--- config.mk ---
export PLATFORM = sky130hd
export DESIGN_NAME = frame_stream_arbiter
export DESIGN_NICKNAME = d
export VERILOG_FILES = /design/src/rtl/frame_stream_arbiter_pkg.sv /design/src/rtl/frame_stream_arbiter_rr_picker.sv /design/src/rtl/frame_stream_arbiter.sv
export SDC_FILE = /design/constraint.sdc
export NUM_CORES = 1
export LEC_CHECK = 0
export ABC_CLOCK_PERIOD_IN_PS = 3650
export CORE_AREA = 3 3 56 58
export CTS_BUF_LIST = sky130_fd_sc_hd__clkbuf_2
export DETAILED_ROUTE_END_ITERATION = 16
export DIE_AREA = 0 0 59 61
export PLACE_DENSITY = 0.78
export SYNTH_ARGS = -nofsm -noshare
export SYNTH_HDL_FRONTEND = slang
export SYNTH_SLANG_ARGS = --single-unit
--- constraint.sdc ---
create_clock -name clk -period 3.65 [get_ports clk]
set_clock_uncertainty 0.05 [all_clocks]
set_input_delay 0.73 -clock clk [delete_from_list [all_inputs] [get_ports clk]]
set_output_delay 0.73 -clock clk [all_outputs]
set_load 0.03 [all_outputs]
--- src/rtl/frame_stream_arbiter_pkg.sv ---
// Shared video-path definitions: arbiter state encoding, frame geometry and
// the channel-index width helper used by frame_stream_arbiter and rr_picker.
package frame_stream_arbiter_pkg;

    typedef enum logic [1:0] {
        IDLE = 2'd0,
        ARB  = 2'd1,
        PASS = 2'd2
    } state_t;

    localparam int FRAME_W   = 640;
    localparam int FRAME_H   = 480;
    localparam int FRAME_PIX = FRAME_W * FRAME_H;

    // Index width for n channels; never narrower than one bit.
    function automatic int idx_width(input int n);
        return (n <= 2) ? 1 : $clog2(n);
    endfunction

endpackage

--- src/rtl/frame_stream_arbiter_rr_picker.sv ---
// Combinational round-robin picker: first set bit of req searching upward
// from (last+1) mod N with wrap-around.
module frame_stream_arbiter_rr_picker
    import frame_stream_arbiter_pkg::*;
#(
    parameter int N     = 4,
    parameter int IDX_W = idx_width(N)
) (
    input  logic [N-1:0]     req,
    input  logic [IDX_W-1:0] last,
    output logic             found,
    output logic [IDX_W-1:0] index
);

    // Walk the offsets from farthest to nearest so the nearest requester wins.
    always_comb begin
        found = 1'b0;
        index = '0;
        for (int k = N; k >= 1; k--) begin
            if (req[(int'(last) + k) % N]) begin
                found = 1'b1;
                index = IDX_W'((int'(last) + k) % N);
            end
        end
    end

endmodule

--- src/rtl/frame_stream_arbiter.sv ---
// Frame-granular round-robin arbiter feeding one AXI-Stream pixel filter.
// Optional FRAME_LEN_CHECK_EN: force tlast at FRAME_PIX beats, sticky err_len.
module frame_stream_arbiter
    import frame_stream_arbiter_pkg::*;
#(
    parameter int NUM_CH    = 4,
    parameter int DATA_W    = 8,
    parameter int FRAME_PIX = frame_stream_arbiter_pkg::FRAME_PIX,
    parameter int CNT_W     = 19
) (
    input  logic                         clk,
    input  logic                         rstn,
    input  logic [NUM_CH*DATA_W-1:0]     s_tdata,
    input  logic [NUM_CH-1:0]            s_tkeep,
    input  logic [NUM_CH-1:0]            s_tlast,
    input  logic [NUM_CH-1:0]            s_tvalid,
    output logic [NUM_CH-1:0]            s_tready,
    output logic [DATA_W-1:0]            m_tdata,
    output logic                         m_tkeep,
    output logic                         m_tlast,
    output logic                         m_tvalid,
    input  logic                         m_tready,
    output logic [idx_width(NUM_CH)-1:0] m_tid,
    output logic                         busy,
    output logic                         frame_done,
    output logic                         err_len
);

    localparam int ID_W = idx_width(NUM_CH);

    state_t            state_reg;
    logic [ID_W-1:0]   grant_reg;
    logic [ID_W-1:0]   last_grant_reg;
    logic [ID_W-1:0]   tid_reg;
    logic [CNT_W-1:0]  cnt_reg;
    logic              busy_reg;
    logic              frame_done_reg;

    logic              found;
    logic [ID_W-1:0]   pick;
    logic              in_pass;
    logic              hs;
    logic              len_hit;

    frame_stream_arbiter_rr_picker #(
        .N     (NUM_CH),
        .IDX_W (ID_W)
    ) u_picker (
        .req   (s_tvalid),
        .last  (last_grant_reg),
        .found (found),
        .index (pick)
    );

    assign in_pass = (state_reg == PASS);
    assign len_hit = (cnt_reg == CNT_W'(FRAME_PIX - 1));

    // Zero-latency pass-through of the granted source; everything idles low otherwise.
    always_comb begin
        m_tvalid = 1'b0;
        m_tkeep  = 1'b0;
        m_tlast  = 1'b0;
        m_tdata  = '0;
        if (in_pass) begin
            m_tvalid = s_tvalid[grant_reg];
            m_tkeep  = s_tkeep[grant_reg];
            m_tdata  = s_tdata[int'(grant_reg)*DATA_W +: DATA_W];
`ifdef FRAME_LEN_CHECK_EN
            m_tlast  = s_tlast[grant_reg] | len_hit;
`else
            m_tlast  = s_tlast[grant_reg];
`endif
        end
    end

    for (genvar gi = 0; gi < NUM_CH; gi++) begin : g_ready
        assign s_tready[gi] = in_pass && (grant_reg == ID_W'(gi)) && m_tready;
    end

    assign hs = m_tvalid && m_tready;

    always_ff @(posedge clk) begin
        if (!rstn) begin
            state_reg      <= IDLE;
            grant_reg      <= '0;
            last_grant_reg <= ID_W'(NUM_CH - 1);
            tid_reg        <= '0;
            cnt_reg        <= '0;
            busy_reg       <= 1'b0;
            frame_done_reg <= 1'b0;
        end else begin
            frame_done_reg <= 1'b0;
            case (state_reg)
                IDLE: state_reg <= ARB;
                ARB: begin
                    if (found) begin
                        grant_reg <= pick;
                        tid_reg   <= pick;
                        busy_reg  <= 1'b1;
                        state_reg <= PASS;
                    end
                end
                PASS: begin
                    if (hs) begin
                        if (m_tlast) begin
                            cnt_reg        <= '0;
                            last_grant_reg <= grant_reg;
                            frame_done_reg <= 1'b1;
                            busy_reg       <= 1'b0;
                            state_reg      <= ARB;
                        end else begin
                            cnt_reg <= cnt_reg + 1'b1;
                        end
                    end
                end
                default: begin
                    busy_reg  <= 1'b0;
                    state_reg <= IDLE;
                end
            endcase
        end
    end

`ifdef FRAME_LEN_CHECK_EN
    logic err_len_reg;

    // A frame is malformed if tlast comes early, or if the length limit had to cut it.
    always_ff @(posedge clk) begin
        if (!rstn) begin
            err_len_reg <= 1'b0;
        end else if (hs && (s_tlast[grant_reg] ? !len_hit : len_hit)) begin
            err_len_reg <= 1'b1;
        end
    end

    assign err_len = err_len_reg;
`else
    logic unused_len_hit;
    assign unused_len_hit = len_hit;
    assign err_len        = 1'b0;
`endif

    assign m_tid      = tid_reg;
    assign busy       = busy_reg;
    assign frame_done = frame_done_reg;

endmodule

Word-level counts from Yosys, hierarchy flattened

Index checks and enable logic that the tools add are counted.

$lt $le $gt $ge: 5
Bitwise operators: 5
Eq/ne operators: 8
$add $sub $neg: 4
Reductions and logical operators: 20
Shift-type cells: 1
Mux-type cells: 39

Operators with widths:

| cell                                                                     | count |
|---|---|
| 32-bit by 6-bit variable part select with 8-bit output                   | 1 |
| 1-bit two-way mux                                                        | 22 |
| 3-bit by 4-bit < comparator with 1-bit output (second input constant)    | 4 |
| 1-bit binary-select mux with 2-bit select                                | 7 |
| 2-bit two-way mux                                                        | 7 |
| 1-bit logical AND                                                        | 9 |
| 3-bit AND reduction                                                      | 3 |
| 8-bit two-way mux                                                        | 1 |
| 2-bit OR reduction                                                       | 4 |
| 2-bit equality test (second input constant)                              | 3 |
| 2-bit one-hot mux with 3 select lines                                    | 1 |
| 2-bit by 1-bit adder with 2-bit output (second input constant)           | 2 |
| 2-bit adder (second input constant)                                      | 2 |
| 1-bit AND (first input constant)                                         | 4 |
| 2-bit by 1-bit equality test with 1-bit output (second input constant)   | 2 |
| 2-bit logical NOT                                                        | 2 |
| 2-bit inequality test (second input constant)                            | 2 |
| 4-bit AND reduction                                                      | 1 |
| 2-bit by 3-bit < comparator with 1-bit output (second input constant)    | 1 |
| 1-bit one-hot mux with 3 select lines                                    | 1 |
| 2-bit by 1-bit inequality test with 1-bit output (second input constant) | 1 |
| 2-bit AND reduction                                                      | 1 |
| 1-bit inverter                                                           | 1 |

Bits in registers: 8
Bits of input ports: 47

Logic depth before layout (Yosys ltp)

Gate-level depths: netlist of run 1.

Word-level depth: 12
Gate-level depth with buffers: 6
Mapped depth without buffers: 4

Modules after synthesis

A second synthesis of run 1 with hierarchy kept.

Cell total of the unflattened synthesis: 83
Area total of the unflattened synthesis: 827.0 um^2

Modules (own cells, without submodules):

| module                         | times used | area an instance (um^2) | seq. area each (um^2) | cells each |
|---|---|---|---|---|
| frame_stream_arbiter           | 1          | 735.7                   | 160.2                 | 69 |
| frame_stream_arbiter_rr_picker | 1          | 91.3                    | 0.0                   | 14 |

Worst setup path before layout of run 1

Ideal clock, no wire load.

Path type: register to output
Start point: register, netlist name m_tid[1]
End point: output s_tready[2]
Data arrival time: 1.849 ns
Stages on the path, launching flop included: 5
Slack: 1.021 ns
Cell sequence: dfxtp_1 > clkbuf_1 > clkbuf_1 > nand2_1 > nor3_1

RTL lines:

| item      | line                       | RTL |
|---|---|---|
| to (decl) | frame_stream_arbiter.sv:17 | `output logic [NUM_CH-1:0] s_tready,` |

Worst setup path after layout of run 1

Start point: input s_tvalid[1]
End point: output m_tvalid

Cells in the longest elaborated chain, start to end: 3

Ends and longest elaborated chain:

| item                                      | line                       | RTL |
|---|---|---|
| from (decl)                               | frame_stream_arbiter.sv:16 | `input logic [NUM_CH-1:0] s_tvalid,` |
| 1-bit binary-select mux with 2-bit select | frame_stream_arbiter.sv:65 | `m_tvalid = s_tvalid[grant_reg];` |
| 1-bit two-way mux (not written as such)   | frame_stream_arbiter.sv:65 |  |
| 1-bit two-way mux                         | frame_stream_arbiter.sv:64 | `if (in_pass) begin` |
| to (decl)                                 | frame_stream_arbiter.sv:21 | `output logic m_tvalid,` |

Every way passes these cells. The select of a mux whose other input is x is not followed.

==> results of run 1 <==
metal layers:
metal,GRT usage,up-vias
met4,0.0485,0
met3,0.0404,2
met5,0,-
li1,-,419
met1,0.171,415
met2,0.268,54
cells in the final DEF, fill, tap and decap left out, types with 2 or more instances in the layout:
cell type	n
dfxtp_1	8
buf_4	2
o21a_1	2
clkdlybuf4s50_1	65
inv_1	4
nand2_1	7
nor3_1	4
clkbuf_2	3
mux4_2	8
nor2b_1	2
o21ai_0	3
mux4_1	3
and2_1	13
nand2b_1	3
cells in the mapped netlist, types with 2 or more instances:
library cell and count:
and2_1 13, buf_6 2, clkbuf_1 3, dfxtp_1 8, inv_1 4, mux4_1 3
mux4_2 8, nand2_1 7, nand2b_1 3, nor2b_1 2, nor3_1 4, o21a_1 2
o21ai_0 3
worst max-delay path by stage:
stage	to	slack, ns
after CTS	m_tvalid	0.35
after global placement	m_tvalid	0.39
after floorplan	s_tready[2]	1.02
after global routing	m_tvalid	0.31
final	m_tvalid	0.36
after detailed placement	m_tvalid	0.35
layout make-up:
type                    instances  area (µm²)
clock buffers                   3        15.0
fillers                       254        1260
inverters                       4        15.0
multi-input cells              59         559
flip-flops and latches          8         160
well taps                      31        38.8
repair buffers                 67         666
worst max-delay path: cells and delay by family:
| kind | cells | cell delay [ns] |
|---|---|---|
| buffers and inverters | 2 | 1.09 |
| muxes | 1 | 0.50 |
| and+or+nand+nor | 1 | 0.17 |
cells by family after synthesis:
logic type / count (synthesis)
buffers and inverters: 11
muxes: 12
and+or+nand+nor: 32
DFF: 8
AOI/OAI and AO/OA: 14
other: 1
power groups by stage:
stage                     logic (µW)  clock network, µW  registers [µW]
after floorplan                 92.7                  0             107
after global placement           175                  0             108
after detailed placement         177                  0             109
after CTS                        178               55.2             107
after global routing             188               57.0             109
final                            176               49.9             106
metrics by stage:
step	worst slack (ns)	std cells	total power, µW
2_1_floorplan	1.02	78	200
3_3_place_gp	0.394	169	283
3_5_place_dp	0.352	169	286
4_1_cts	0.352	172	340
5_1_grt	0.306	172	354
6_report	0.363	172	332
==> results_dict.tcl, run 1 <==
set metrics [dict create \
    vdd_ir_drop_max_uv 120 \
    fmax_mhz 304 \
    path_class "in -> out" \
    clk_latency_ns 0.23 \
    synth_compound_area_frac 0.128 \
    cp-startpoint "s_tvalid[1]" \
    drt-initial-drc-count 73 \
    cp_slowest_cell "clkdlybuf4s50_1" \
    clockBufferDepth 2 \
    ys_ff_latch 8 \
    via_count 890 \
    io_buffers 65 \
    synth_top_family_by_area "multiplexers" \
    power.switching_uw 107 \
    die_w_um 59 \
    yosys.area.top_type "mux4_2" \
    clkPwrFrac 0.150 \
    drv_cap 0 \
    synth_cell_types 29 \
    ys_seq_area_frac 0.205 \
    cp_max_fo 6 \
    place.gp.congestion 0.749 \
    hold_viol_final 0 \
    ys_warn_count 0 \
    start_util 0.288 \
    cts_setup_buffers 0 \
    hold_start "last_grant_reg[0]$_SDFFE_PN1P_" \
    avgSynthCellArea_um2 10.0 \
    drt-total-wl_um 2660 \
    grt_overflow 0 \
    final_area_mm2 0.00145 \
    dp_hpwl_um 2260 \
    critPathMaxStageDelay_ns 0.59 \
    synthXorXnorAreaFrac 0 \
    ys.flop_type "dfxtp_1" \
    postCtsResizedCells 0 \
    swShare 0.323 \
    reg2reg_depth 4 \
    dr.pass1.iters 4 \
    layout-drive-gt1-share 0.0993 \
    grt_first_pass_wirelength_um 4000 \
    min_path_cells 2 \
    htreeDepth 1 \
    start_kind "input pin" \
    r2r_start "m_tid[1]$_SDFFE_PN0P_" \
    reg2reg_slack_ns 1.62 \
    ios 67 \
    status "complete, no violations" \
    routed.top_layer "met4" \
    synth_fa_ha_area_frac 0 \
    dr_wl_met2_um 1270 \
    grt_max_degree 18 \
    hp-class "reg -> reg" \
    dieArea_mm2 0.00360 \
    route.met3.wl_um 349 \
    tightest_slew_ns 0.686 \
    cts-root-buf "clkbuf_2" \
    max-slew-margin-rel 0.542 \
    muxShareOfSynthArea 0.345 \
    antenna_found_initial 0 \
    report.final.slew_viol_count 0 \
    grt_util_all_layers 0.149 \
    combPwrFrac 0.529 \
    nets 190 \
    hold_end "last_grant_reg[0]$_SDFFE_PN1P_" \
    grt_pass1_vias 841 \
    crit_top_cell "clkdlybuf4s50_1" \
    dpl_cell_area_mm2 0.00144 \
    numCtsBuffers 3 \
    reg2reg_to "busy$_SDFFE_PN0P_" \
    seqPwrFrac 0.320 \
    crit_chain "clkdlybuf4s50_1, mux4_2, and2_1, clkdlybuf4s50_1" \
    die_y_um 61 \
    wire_per_inst_um 15.5 \
    p_int_uw 225 \
    p_per_area_mw_per_mm2 228 \
    cts.sinks 8 \
    antenna_cells 0 \
    cts_tree "yes" \
    synth-edff-count 0 \
    netlist_area_um2 781 \
    p_leak_uw 0.000531 \
    path_clk_slew_ns 0.07 \
    final_core_util 0.536 \
    row_count 19 \
    syn_nets 125 \
    cp.required_ns 2.87 \
    routed_via_density 5.17 \
    synth_top_area_frac 0.231 \
    setup_viol 0 \
    syn_to_final_growth_pct 86.2 \
    drt-met1-wl_um 1040 \
    crit_path_end_kind "output pin" \
    timing.final.crit_period_ns 3.29 \
    postCtsHoldBufs 0 \
    drtAntennaViolNets 0 \
    hold_slack_ns 0.494 \
    synth_area_leaders "mux4_2, dfxtp_1, and2_1" \
    netlist_instances 78 \
    fin_crit_sh 0.901 \
    yosys.area_share.simple 0.239 \
    rsz0062_at_grt "no" \
    fin_tns_setup_ns 0 \
    core_area_mm2 0.00271 \
    async_flop_share 0 \
    drcViolationCount 0 \
    worstPathArrival_ns 2.51 \
]
Note: power is estimated with default switching activity, not from simulation.
==> inputs of run 2 (changes only) <==
Settings changed: RECOVER_POWER set to 50, SKIP_LAST_GASP set to 1.
==> run 2 against run 1 <==
Net effect:
- flip-flop and latch count stayed put
- fmax is 3.1% lower
- critical path type unchanged
- clock power barely moved
- hold slack hardly changed
- cell area decreased by 0.17%
- sequential share of layout area is essentially flat
==> results_dict.tcl, run 2 (synthesis gave the netlist of run 1 again) <==
set metrics [dict create \
    grt_max_degree 18 \
    drt-total-wl_um 2660 \
    hold_start "last_grant_reg[0]$_SDFFE_PN1P_" \
    grt_overflow 0 \
    nets 190 \
    hold_slack_ns 0.494 \
    dpl_cell_area_mm2 0.00144 \
    max-slew-margin-rel 0.538 \
    timing.final.crit_period_ns 3.39 \
    antenna_found_initial 0 \
    status "complete, no violations" \
    cts_setup_buffers 0 \
    hp-class "reg -> reg" \
    numCtsBuffers 3 \
    min_path_cells 2 \
    grt_first_pass_wirelength_um 4000 \
    cp_max_fo 6 \
    cp.required_ns 2.87 \
    core_area_mm2 0.00271 \
    drcViolationCount 0 \
    start_kind "input pin" \
    p_leak_uw 0.000544 \
    dieArea_mm2 0.00360 \
    cts-root-buf "clkbuf_2" \
    grtUsageMet3 0.0404 \
    grt_pass1_vias 841 \
    row_count 19 \
    worstPathArrival_ns 2.61 \
    cp-startpoint "s_tvalid[1]" \
    crit_path_end_kind "output pin" \
    fin_tns_setup_ns 0 \
    dr.pass1.iters 4 \
    drv_cap 0 \
    grt_use_met2 0.268 \
    routed_via_density 5.26 \
    rsz0062_at_grt "no" \
    die_w_um 59 \
    ios 67 \
    postCtsResizedCells 0 \
    mostFrequentLayoutCell "clkdlybuf4s50_1" \
    drt-initial-drc-count 66 \
    dp_hpwl_um 2260 \
    setup_viol 0 \
    postCtsHoldBufs 0 \
    cts.sinks 8 \
    setup_slack_ns 0.259 \
    final_area_mm2 0.00145 \
    tightest_slew_ns 0.692 \
    path_class "in -> out" \
    fin_crit_sh 0.929 \
    layout-drive-gt1-share 0.0922 \
    path_clk_slew_ns 0.07 \
    fmax_mhz 295 \
    p_per_area_mw_per_mm2 227 \
    cts_tree "yes" \
    wire_per_inst_um 15.4 \
    final_cell_mix "clkdlybuf4s50_1, and2_1, mux4_2, dfxtp_1, nand2_1" \
    syn_to_final_growth_pct 85.9 \
    grt-busiest-layer "met2" \
    drtAntennaViolNets 0 \
    grt_util_all_layers 0.149 \
    start_util 0.288 \
    clockBufferDepth 2 \
    die_y_um 61 \
    report.final.slew_viol_count 0 \
    hold_viol_final 0 \
    vdd_ir_drop_max_uv 120 \
    met1_usage 0.171 \
    antenna_cells 0 \
    via_count 904 \
    r2r_start "m_tid[1]$_SDFFE_PN0P_" \
    final_core_util 0.536 \
    place.gp.congestion 0.749 \
    io_buffers 65 \
    htreeDepth 1 \
    dp_slack_ns 0.352 \
    clk_latency_ns 0.23 \
    reg2reg_depth 4 \
]
-- run 2: changes by cell type in the layout (fill, tap and decap cells not counted) --
cell	change
and2_0	+1
and4_1	+1
clkdlybuf4s50_1	-6
a21boi_1	-1
and4_4	-1
and2_1	-1
a21boi_0	+1
dlygate4sd3_1	+6
-- run 2: report_power, final --
group / switching, µW / internal [µW] / leakage [µW]
clock network: 27.5 / 22.4 / 0.0000125
logic: 67.0 / 106 / 0.000466
registers: 12.1 / 94.2 / 0.0000655
total: 107 / 223 / 0.000544
-- run 2: through the flow --
step | power [µW] | instances
after floorplan | 200 | 78
after global placement | 283 | 169
after detailed placement | 286 | 169
after CTS | 340 | 172
after global routing | 351 | 172
final | 329 | 172
-- run 2: worst paths after layout --
check / to / slack (ns)
worst max-delay path: m_tvalid / 0.26
worst min-delay path: last_grant_reg[0]$_SDFFE_PN1P_ / 0.49
worst max register to register: busy$_SDFFE_PN0P_ / 1.51
worst min register to register: last_grant_reg[0]$_SDFFE_PN1P_ / 0.49
-- run 2: area by class of cell --
cell class / instances / area [µm²]
fill: 255 / 1260
multi-input combinational: 59 / 557
inverter: 4 / 15.0
sequential: 8 / 160
timing repair buffer: 67 / 666
tap: 31 / 38.8
clock buffer: 3 / 15.0
-- run 2: critical path: stages --
cell,delay [ns]
dlygate4sd3_1,0.62
mux4_2,0.49
and2_1,0.17
clkdlybuf4s50_1,0.59
-- run 2: routing by layer --
layer  vias up  share of wire
met1       423           0.39
met5         -              0
met2        55           0.48
met3         5           0.13
met4         0         0.0060
li1        421              -
==> inputs of run 3 (changes only) <==
Settings changed: HOLD_SLACK_MARGIN set to 0.02.
==> results of run 3 <==
No change in the layout: final DEF, timing and power equal those of run 2.
